**config.mk**
```make
export PLATFORM = sky130hd
export DESIGN_NAME = riscv_fetch
export DESIGN_NICKNAME = d
export VERILOG_FILES = /design/src/rtl/riscv_fetch.sv
export SDC_FILE = /design/constraint.sdc
export NUM_CORES = 1
export LEC_CHECK = 0
export ABC_AREA = 1
export BUFFER_PORTS_ARGS = -buffer_cell sky130_fd_sc_hd__buf_4
export CORE_MARGIN = 3
export CORE_UTILIZATION = 49
export CTS_CLUSTER_SIZE = 25
export DETAILED_ROUTE_END_ITERATION = 12
export GPL_TIMING_DRIVEN = 0
export PLACE_DENSITY = 0.77
export SETUP_SLACK_MARGIN = 0.5
export SLEW_MARGIN = 25
export SYNTH_ARGS = -nofsm -noshare
export SYNTH_HDL_FRONTEND = slang
export SYNTH_SLANG_ARGS = --single-unit
```
**constraint.sdc**
```tcl
create_clock -name clk_in -period 3.85 [get_ports clk_in]
set_input_delay 0.1925 -clock clk_in [delete_from_list [all_inputs] [get_ports clk_in]]
set_output_delay 0.1925 -clock clk_in [all_outputs]
set_load 0.01 [all_outputs]
```
**src/rtl/riscv_fetch.sv**
```systemverilog
// Instruction fetch stage: one outstanding imem request, DEPTH-entry instruction FIFO,
// redirect with stale-response discard. RISCV_FETCH_BUBBLE_CNT_EN enables the bubble counter.
module riscv_fetch #(
    parameter logic [31:0] RESET_PC = 32'h0000_0000,
    parameter int          DEPTH    = 2
) (
    input  logic        clk_in,
    input  logic        rst_in,
    output logic        imem_req_valid_out,
    output logic [31:0] imem_req_addr_out,
    input  logic        imem_req_ready_in,
    input  logic        imem_resp_valid_in,
    input  logic [31:0] imem_resp_data_in,
    input  logic        redirect_valid_in,
    input  logic [31:0] redirect_pc_in,
    output logic        inst_valid_out,
    output logic [31:0] inst_out,
    output logic [31:0] pc_out,
    input  logic        inst_ready_in,
    output logic [31:0] bubble_count_out
);
    localparam int PTR_W = $clog2(DEPTH);
    localparam int CNT_W = PTR_W + 1;
    localparam logic [CNT_W-1:0] DEPTH_C = CNT_W'(DEPTH);
    localparam logic [31:0] NOP = 32'h0000_0013;

    localparam logic [1:0] IDLE  = 2'd0;
    localparam logic [1:0] WAIT  = 2'd1;
    localparam logic [1:0] DRAIN = 2'd2;

    logic [1:0]       state;
    logic [1:0]       state_next;
    logic [31:0]      pc_q;
    logic [31:0]      inflight_pc;
    logic [PTR_W-1:0] rd_ptr;
    logic [PTR_W-1:0] wr_ptr;
    logic [CNT_W-1:0] count;
    logic [CNT_W-1:0] count_next;
    logic [31:0]      data_mem [DEPTH];
    logic [31:0]      pc_mem   [DEPTH];
    logic             push;
    logic             pop;
    logic             space;
    logic             req_hs;

    // push counts toward the space rule even when a redirect will drop it
    assign push       = (state == WAIT) && imem_resp_valid_in;
    assign pop        = inst_valid_out && inst_ready_in;
    assign count_next = count + CNT_W'(push) - CNT_W'(pop);
    assign space      = count_next < DEPTH_C;

    assign imem_req_valid_out = ((state == IDLE) || (state == WAIT && imem_resp_valid_in))
                                && space && !rst_in;
    assign imem_req_addr_out  = pc_q;
    assign req_hs             = imem_req_valid_out && imem_req_ready_in;

    always_comb begin
        state_next = state;
        if (redirect_valid_in) begin
            // a request accepted now fetches the old stream, so its response must be dropped
            if (req_hs)
                state_next = DRAIN;
            else if (state != IDLE && !imem_resp_valid_in)
                state_next = DRAIN;
            else
                state_next = IDLE;
        end else if (req_hs) begin
            state_next = WAIT;
        end else if (imem_resp_valid_in && state != IDLE) begin
            state_next = IDLE;
        end
    end

    always_ff @(posedge clk_in or posedge rst_in) begin
        if (rst_in) begin
            state       <= IDLE;
            pc_q        <= RESET_PC & ~32'h3;
            inflight_pc <= 32'h0;
        end else begin
            state <= state_next;
            if (req_hs)
                inflight_pc <= pc_q;
            if (redirect_valid_in)
                pc_q <= redirect_pc_in & ~32'h3;
            else if (req_hs)
                pc_q <= pc_q + 32'd4;
        end
    end

    always_ff @(posedge clk_in or posedge rst_in) begin
        if (rst_in) begin
            rd_ptr <= '0;
            wr_ptr <= '0;
            count  <= '0;
        end else if (redirect_valid_in) begin
            rd_ptr <= '0;
            wr_ptr <= '0;
            count  <= '0;
        end else begin
            if (push)
                wr_ptr <= wr_ptr + PTR_W'(1);
            if (pop)
                rd_ptr <= rd_ptr + PTR_W'(1);
            count <= count_next;
        end
    end

    always_ff @(posedge clk_in) begin
        if (push && !redirect_valid_in) begin
            data_mem[wr_ptr] <= imem_resp_data_in;
            pc_mem[wr_ptr]   <= inflight_pc;
        end
    end

    assign inst_valid_out = (count != '0);
    assign inst_out       = inst_valid_out ? data_mem[rd_ptr] : NOP;
    assign pc_out         = inst_valid_out ? pc_mem[rd_ptr] : 32'h0;

`ifdef RISCV_FETCH_BUBBLE_CNT_EN
    logic [31:0] bubble_q;

    always_ff @(posedge clk_in or posedge rst_in) begin
        if (rst_in)
            bubble_q <= 32'h0;
        else if (!inst_valid_out && bubble_q != 32'hFFFF_FFFF)
            bubble_q <= bubble_q + 32'd1;
    end

    assign bubble_count_out = bubble_q;
`else
    assign bubble_count_out = 32'h0;
`endif

endmodule

```
Yosys cells after proc, flatten, opt, wreduce, memory -nomap -nowiden
Memory sizes are Yosys's and may differ from the RTL's. Cells that the tools add are included.

Flip-flop bits (word level): 70. Bits in writable memories: 128. Input port bits: 70. Output and inout port bits: 130. Logic and storage cells: 50. Memories kept: 2.

Add/subtract/negate cells: 5. Order comparisons: 1. Equality and inequality tests: 1. Multiplexer cells: 16. Reductions and logical operators: 19.

Memories: data_mem (words 2, bits a word 32, read ports 1, clocked after memory_dff 0, write ports 1, RTL line 39) `logic [31:0] data_mem [DEPTH];`; pc_mem (words 2, bits a word 32, read ports 1, clocked after memory_dff 0, write ports 1, RTL line 40) `logic [31:0] pc_mem [DEPTH];`.

Operator list (number): 32-bit two-way mux (4); 32-bit by 3-bit adder with 32-bit output, second input constant (1); 2-bit two-way mux (6); 2-bit nonzero test (5); 1-bit logical AND (8); 1-bit two-way mux (6); 1-bit logical NOT (3); 3-bit nonzero test (1); 1-bit adder, second input constant (2); 2-bit by 1-bit adder with 2-bit output (1); 2-bit by 1-bit equality test with 1-bit output, second input constant (1); 2-bit logical NOT (1); 2-bit less-than comparator, second input constant (1); 2-bit by 1-bit subtractor with 2-bit output (1); 1-bit logical OR (1).

Longest topological paths before layout
Depth after elaboration: 10. Gate-level depth with buffers: 16.

Worst setup path after synthesis
Ideal clock, no wire load.

Kind: in2reg. From: in redirect_valid_in. To: mem data_mem[0][0] (enable). Library setup time: 0.482 ns. Arrival: 3.597 ns. Slack: -0.229 ns. Stages: 6. Path buffers: 3. Cells stage by stage: clkbuf_1 -> inv_1 -> buf_2 -> buf_1 -> nand2_1 -> nor2_1.

Word-level cells in the longest chain between the ends: 4.

RTL lines: start, declared (RTL line 14) `input logic redirect_valid_in,`; 1-bit logical NOT (RTL line 109) `if (push && !redirect_valid_in) begin`; 1-bit logical AND (RTL line 109); 1-bit two-way mux (RTL line 109); 1-bit two-way mux (not written as such) (RTL line 110) `data_mem[wr_ptr] <= imem_resp_data_in;`; end, declared (RTL line 39).

Every way passes these cells.

Worst setup path in the final report
From: reg count[1]. To: out imem_req_valid_out.

Word-level cells in the longest chain between the ends: 6. Elaborated cells on any way between the ends: 7.

RTL lines: start, declared (RTL line 37) `logic [CNT_W-1:0] count;`; start signal, assigned (RTL line 104) `count <= count_next;`; branches (longest 2 deep; another with 2-bit by 1-bit adder with 2-bit output); 2-bit by 1-bit subtractor with 2-bit output * (RTL line 49) `assign count_next = count + CNT_W'(push) - CNT_W'(pop);`; 2-bit less-than comparator * (RTL line 50) `assign space = count_next < DEPTH_C;`; 1-bit logical AND * (2 in series) (RTL line 53) `&& space && !rst_in;`; end, declared (RTL line 9) `output logic imem_req_valid_out,`.

Every way passes the cells marked *.

==> summary.txt <==
====================================================================================
Run status ............................................................ complete, no violations
Routed wire length on met3 ............................................      1650 um
Count of endpoints failing setup in the final report ..................            0
Tmin final ............................................................      2.78 ns
Final hold vios .......................................................            0
Final design utilization ..............................................        0.672
Routed length on met1 .................................................      9230 um
Buffers and inverters on the worst path ...............................            4
Sequential share of power .............................................        0.418
Arrival time of data at the critical path endpoint ....................      2.58 ns
Met2 wire len .........................................................     10900 um
Unrepaired setup endpoints after global routing .......................           no
Number of clock sinks seen by CTS .....................................          190
Actual transition at the worst max-transition pin .....................     0.719 ns
Switching power of the nets ...........................................      2.43 mW
CP Data Required Time .................................................      3.66 ns
Proportion of power drawn by the clock network ........................        0.246
Largest net degree at the start of global routing .....................           39
Start-to-end type of the worst setup path .............................      reg2out
Fraction of the mapped netlist area in compound gates .................       0.0667
Part of the Yosys area used for sequential elements ...................        0.630
Launch point of the worst hold path ................................... redirect_pc_in[17]
Global-route wire length before repair ................................     34600 um
Residual DRC ..........................................................            0
Antenna Cells .........................................................            0
Synth warnings ........................................................            0
Netlist cell types ....................................................           24
Adder and majority cell fraction of the synthesized area ..............      0.00293
Syn Inst Count ........................................................          902
Multiplexer share of the synthesized area .............................            0
Post-route antenna net violation count ................................            0
Uppermost signal routing layer after detailed routing .................         met4
Source-to-sink clock delay at the later pin of the worst-skew pair ....      0.43 ns
Kind of cell adding the most delay to the critical path ............... simple AND/OR/NAND/NOR gates
Mean instance size in the synthesized netlist .........................   9.46 sq um
Clock Tree Root ....................................................... sky130_fd_sc_hd__clkbuf_16
Area of the multi-input gates ......................................... 0.00269 sq mm
Simple logic cell fraction of the synthesized area ....................        0.220
TritonCTS Buffers .....................................................           17
Final total negative setup slack ......................................         0 ns
Buffer count from post-CTS setup fixing ...............................            0
DR iter-0 viols .......................................................          512
Worst setup startpoint ................................................ count[1]$_DFF_PP0_
Power density over the cells ..........................................  600 mW/mm^2
Class of the worst hold path ..........................................       in2reg
Placeable core area ................................................... 0.0168 sq mm
Post-detailed-route via-to-cell ratio .................................         4.99
Storage cell area ..................................................... 0.00538 sq mm
Routed WL .............................................................     22300 um
CP max-delay cell ..................................................... sky130_fd_sc_hd__clkbuf_1
Placement-stage cell area ............................................. 0.0103 sq mm
Number of gates given a new drive strength after cts ..................            0
Static Leakage ........................................................      5.01 nW
Die span in x .........................................................       138 um
Final count of pins violating max slew ................................            0
Maximum resistive drop on vdd .........................................   0.000412 V
Cell area after synthesis ............................................. 0.00853 sq mm
CP endpoint kind ......................................................   output pin
Startpoint of the worst-slack reg-to-reg timing path .................. count[1]$_DFF_PP0_
Via count of the first global-routing pass ............................         6813
Die Area .............................................................. 0.0190 sq mm
Internal cell power ...................................................      4.35 mW
FP Rows ...............................................................           47
# fillers .............................................................         1317
Via count .............................................................         6992
Critical Path Most Common Cell ........................................ sky130_fd_sc_hd__nand2_1
Parity-gate share of the synthesized area counting xor and xnor cells .      0.00719
CP startpoint kind ....................................................         flop
Number of max-cap violations ..........................................            0
Achievable frequency ..................................................      360 MHz
Relative slew slack ...................................................        0.521
Top-level I/O count ...................................................          200
All-layer global routing usage ........................................        0.238
Number of levels in the clock H-tree ..................................            4
Antenna violations before repair ......................................            0
GPL Wtd Cong ..........................................................        0.881
CTS tree ..............................................................         done
Cells along the critical path ......................................... nor2_4, clkbuf_1, o21ai_0, nand2_1, ha_1, inv_1, nand2_1, nand2_1, nand3_1, nand3_1, inv_1, buf_4
Switching part of the total ...........................................        0.359
Die Y .................................................................       138 um
Length of the first detailed-routing pass in iterations ...............            5
Period utilisation layout .............................................        0.721
Placed wire-length estimate after detailed placement ..................     15900 um
Bufs on Longest Clock Path ............................................            2
Number of input and output port buffers inserted ......................          160
Dominant combinational cell family by area after synthesis ............ simple AND/OR/NAND/NOR gates
Fin Clk Skew ..........................................................   0.00864 ns
Largest stage delay, worst path .......................................      0.45 ns
Clock slew at reported path FFs .......................................      0.07 ns
WL per Instance .......................................................      15.9 um
Initial Utilization ...................................................        0.507
Combinational Power Share .............................................        0.336
Fraction of layout instances using a drive strength above 1 ...........        0.213
Final Cell Area ....................................................... 0.0113 sq mm
GR Overflow Total .....................................................            0
Area delta synth->final ...............................................        32.6%
Synth Register Bits ...................................................          190
Maximum fanout count along the critical path ..........................           10
Layout Nets ...........................................................         1241
====================================================================================
[synthesized netlist by cell type (all sizes together)]
| cell | count | share of area |
|---|---|---|
| inv | 47 | 0.021 |
| nand2 | 351 | 0.15 |
| clkbuf | 25 | 0.011 |
| o31ai | 1 | 0.00088 |
| a21oi | 61 | 0.036 |
| edfxtp | 124 | 0.44 |
| nand4 | 4 | 0.0047 |
| nor2 | 55 | 0.027 |
| nand3 | 58 | 0.034 |
| conb | 1 | 0.00044 |
| buf | 49 | 0.041 |
| xor2 | 7 | 0.0072 |
| o21ai | 50 | 0.029 |
| ha | 2 | 0.0029 |
| o22ai | 1 | 0.00073 |
| dfrtp | 66 | 0.19 |
[repair_timing]
| action | in CTS | in global routing |
|---|---|---|
| hold buffers | 48 | 0 |
| setup endpoints to repair | 0 | 0 |
| endpoints found under the hold margin | 107 | 0 |
[state kept, by name (all words and copies together) (netlist names)]
signal,count
pc_mem,60
imem_req_addr_out,30
state,2
data_mem,64
count,2
wr_ptr,1
rd_ptr,1
inflight_pc,30
[metrics by stage]
step                cells  hold WS [ns]  setup WS, ns  power [mW]
floorplan             937         0.291         0.801        3.99
global placement     1317         0.377        -0.504        5.02
detailed placement   1322         0.228         0.992        5.10
CTS                  1401        0.0169          1.05        6.81
global route         1401        0.0373         0.868        7.19
finish               1401        0.0261          1.07        6.78
[worst paths after layout]
| kind | to | slack [ns] | cells after the start |
|---|---|---|---|
| worst max-delay path | imem_req_valid_out | 1.07 | 12 |
| worst min-delay path | imem_req_addr_out[17]$_DFFE_PP0P_ | 0.03 | 3 |
| worst max register to register | inflight_pc[4]$_DFFE_PP0P_ | 1.11 | 11 |
| worst min register to register | pc_mem[0][5]$_DFFE_PP_ | 0.48 | 0 |
| max in group asynchronous | imem_req_addr_out[27]$_DFFE_PP0P_ | 2.97 | 4 |
| min in group asynchronous | count[1]$_DFF_PP0_ | 0.35 | 3 |
[power groups by stage]
stage	registers (mW)	clock network (mW)	logic, mW
final	2.83	1.67	2.28
after global routing	2.87	1.79	2.53
after CTS	2.82	1.69	2.29
after detailed placement	2.86	0	2.24
after global placement	2.84	0	2.18
after floorplan	2.79	0	1.19
[routing by layer]
metal	vias up	track usage
li1	3439	-
met5	-	0
met4	0	0.0878
met1	3240	0.311
met3	35	0.0443
met2	278	0.399
[kinds of logic (layout without fill, tap and decap cells)]
family | after synthesis | after routing
flops | 190 | 190
xor+xnor | 7 | 7
simple gates | 468 | 468
fa+ha+maj | 2 | 2
buf+inv | 121 | 365
compound gates | 113 | 113
other cells | 1 | 36
[tightest hold or removal path: stages]
cell                      delay (ns)
sky130_fd_sc_hd__buf_4          0.08
sky130_fd_sc_hd__nand2_1        0.07
sky130_fd_sc_hd__nand3_1        0.09
[final cells by class]
cell class / count / area share
plain buffers: 74 / 0.0391
clock buffers: 17 / 0.0376
clock inverters: 14 / 0.0116
inverters: 47 / 0.0158
multi-input cells: 626 / 0.237
flip-flops and latches: 190 / 0.475
well taps: 220 / 0.0243
repair buffers: 213 / 0.159
[placed cells by master, fill, tap and decap left out]
| master | synthesis | layout |
|---|---|---|
| sky130_fd_sc_hd__a21oi_1 | 61 | 61 |
| sky130_fd_sc_hd__buf_1 | 3 | 3 |
| sky130_fd_sc_hd__buf_12 | 0 | 3 |
| sky130_fd_sc_hd__buf_16 | 0 | 2 |
| sky130_fd_sc_hd__buf_2 | 5 | 5 |
| sky130_fd_sc_hd__buf_4 | 40 | 200 |
| sky130_fd_sc_hd__buf_6 | 1 | 1 |
| sky130_fd_sc_hd__bufinv_16 | 0 | 1 |
| sky130_fd_sc_hd__clkbuf_1 | 25 | 25 |
| sky130_fd_sc_hd__clkbuf_16 | 0 | 17 |
| sky130_fd_sc_hd__clkinv_2 | 0 | 3 |
| sky130_fd_sc_hd__clkinvlp_4 | 0 | 3 |
| sky130_fd_sc_hd__conb_1 | 1 | 36 |
| sky130_fd_sc_hd__dfrtp_1 | 66 | 66 |
| sky130_fd_sc_hd__dlygate4sd3_1 | 0 | 48 |
| sky130_fd_sc_hd__edfxtp_1 | 124 | 124 |
| sky130_fd_sc_hd__ha_1 | 2 | 2 |
| sky130_fd_sc_hd__inv_1 | 46 | 45 |
| sky130_fd_sc_hd__inv_2 | 1 | 1 |
| sky130_fd_sc_hd__inv_4 | 0 | 1 |
| sky130_fd_sc_hd__inv_6 | 0 | 6 |
| sky130_fd_sc_hd__inv_8 | 0 | 1 |
| sky130_fd_sc_hd__nand2_1 | 350 | 350 |
| sky130_fd_sc_hd__nand2_2 | 1 | 1 |
| sky130_fd_sc_hd__nand3_1 | 58 | 58 |
| sky130_fd_sc_hd__nand4_1 | 3 | 3 |
| sky130_fd_sc_hd__nand4_4 | 1 | 1 |
| sky130_fd_sc_hd__nor2_1 | 52 | 50 |
| sky130_fd_sc_hd__nor2_4 | 3 | 5 |
| sky130_fd_sc_hd__o21ai_0 | 27 | 27 |
| sky130_fd_sc_hd__o21ai_1 | 23 | 23 |
| sky130_fd_sc_hd__o22ai_1 | 1 | 1 |
| sky130_fd_sc_hd__o31ai_1 | 1 | 1 |
| sky130_fd_sc_hd__xor2_1 | 7 | 7 |
No activity file was read; power rests on OpenSTA's default activity.
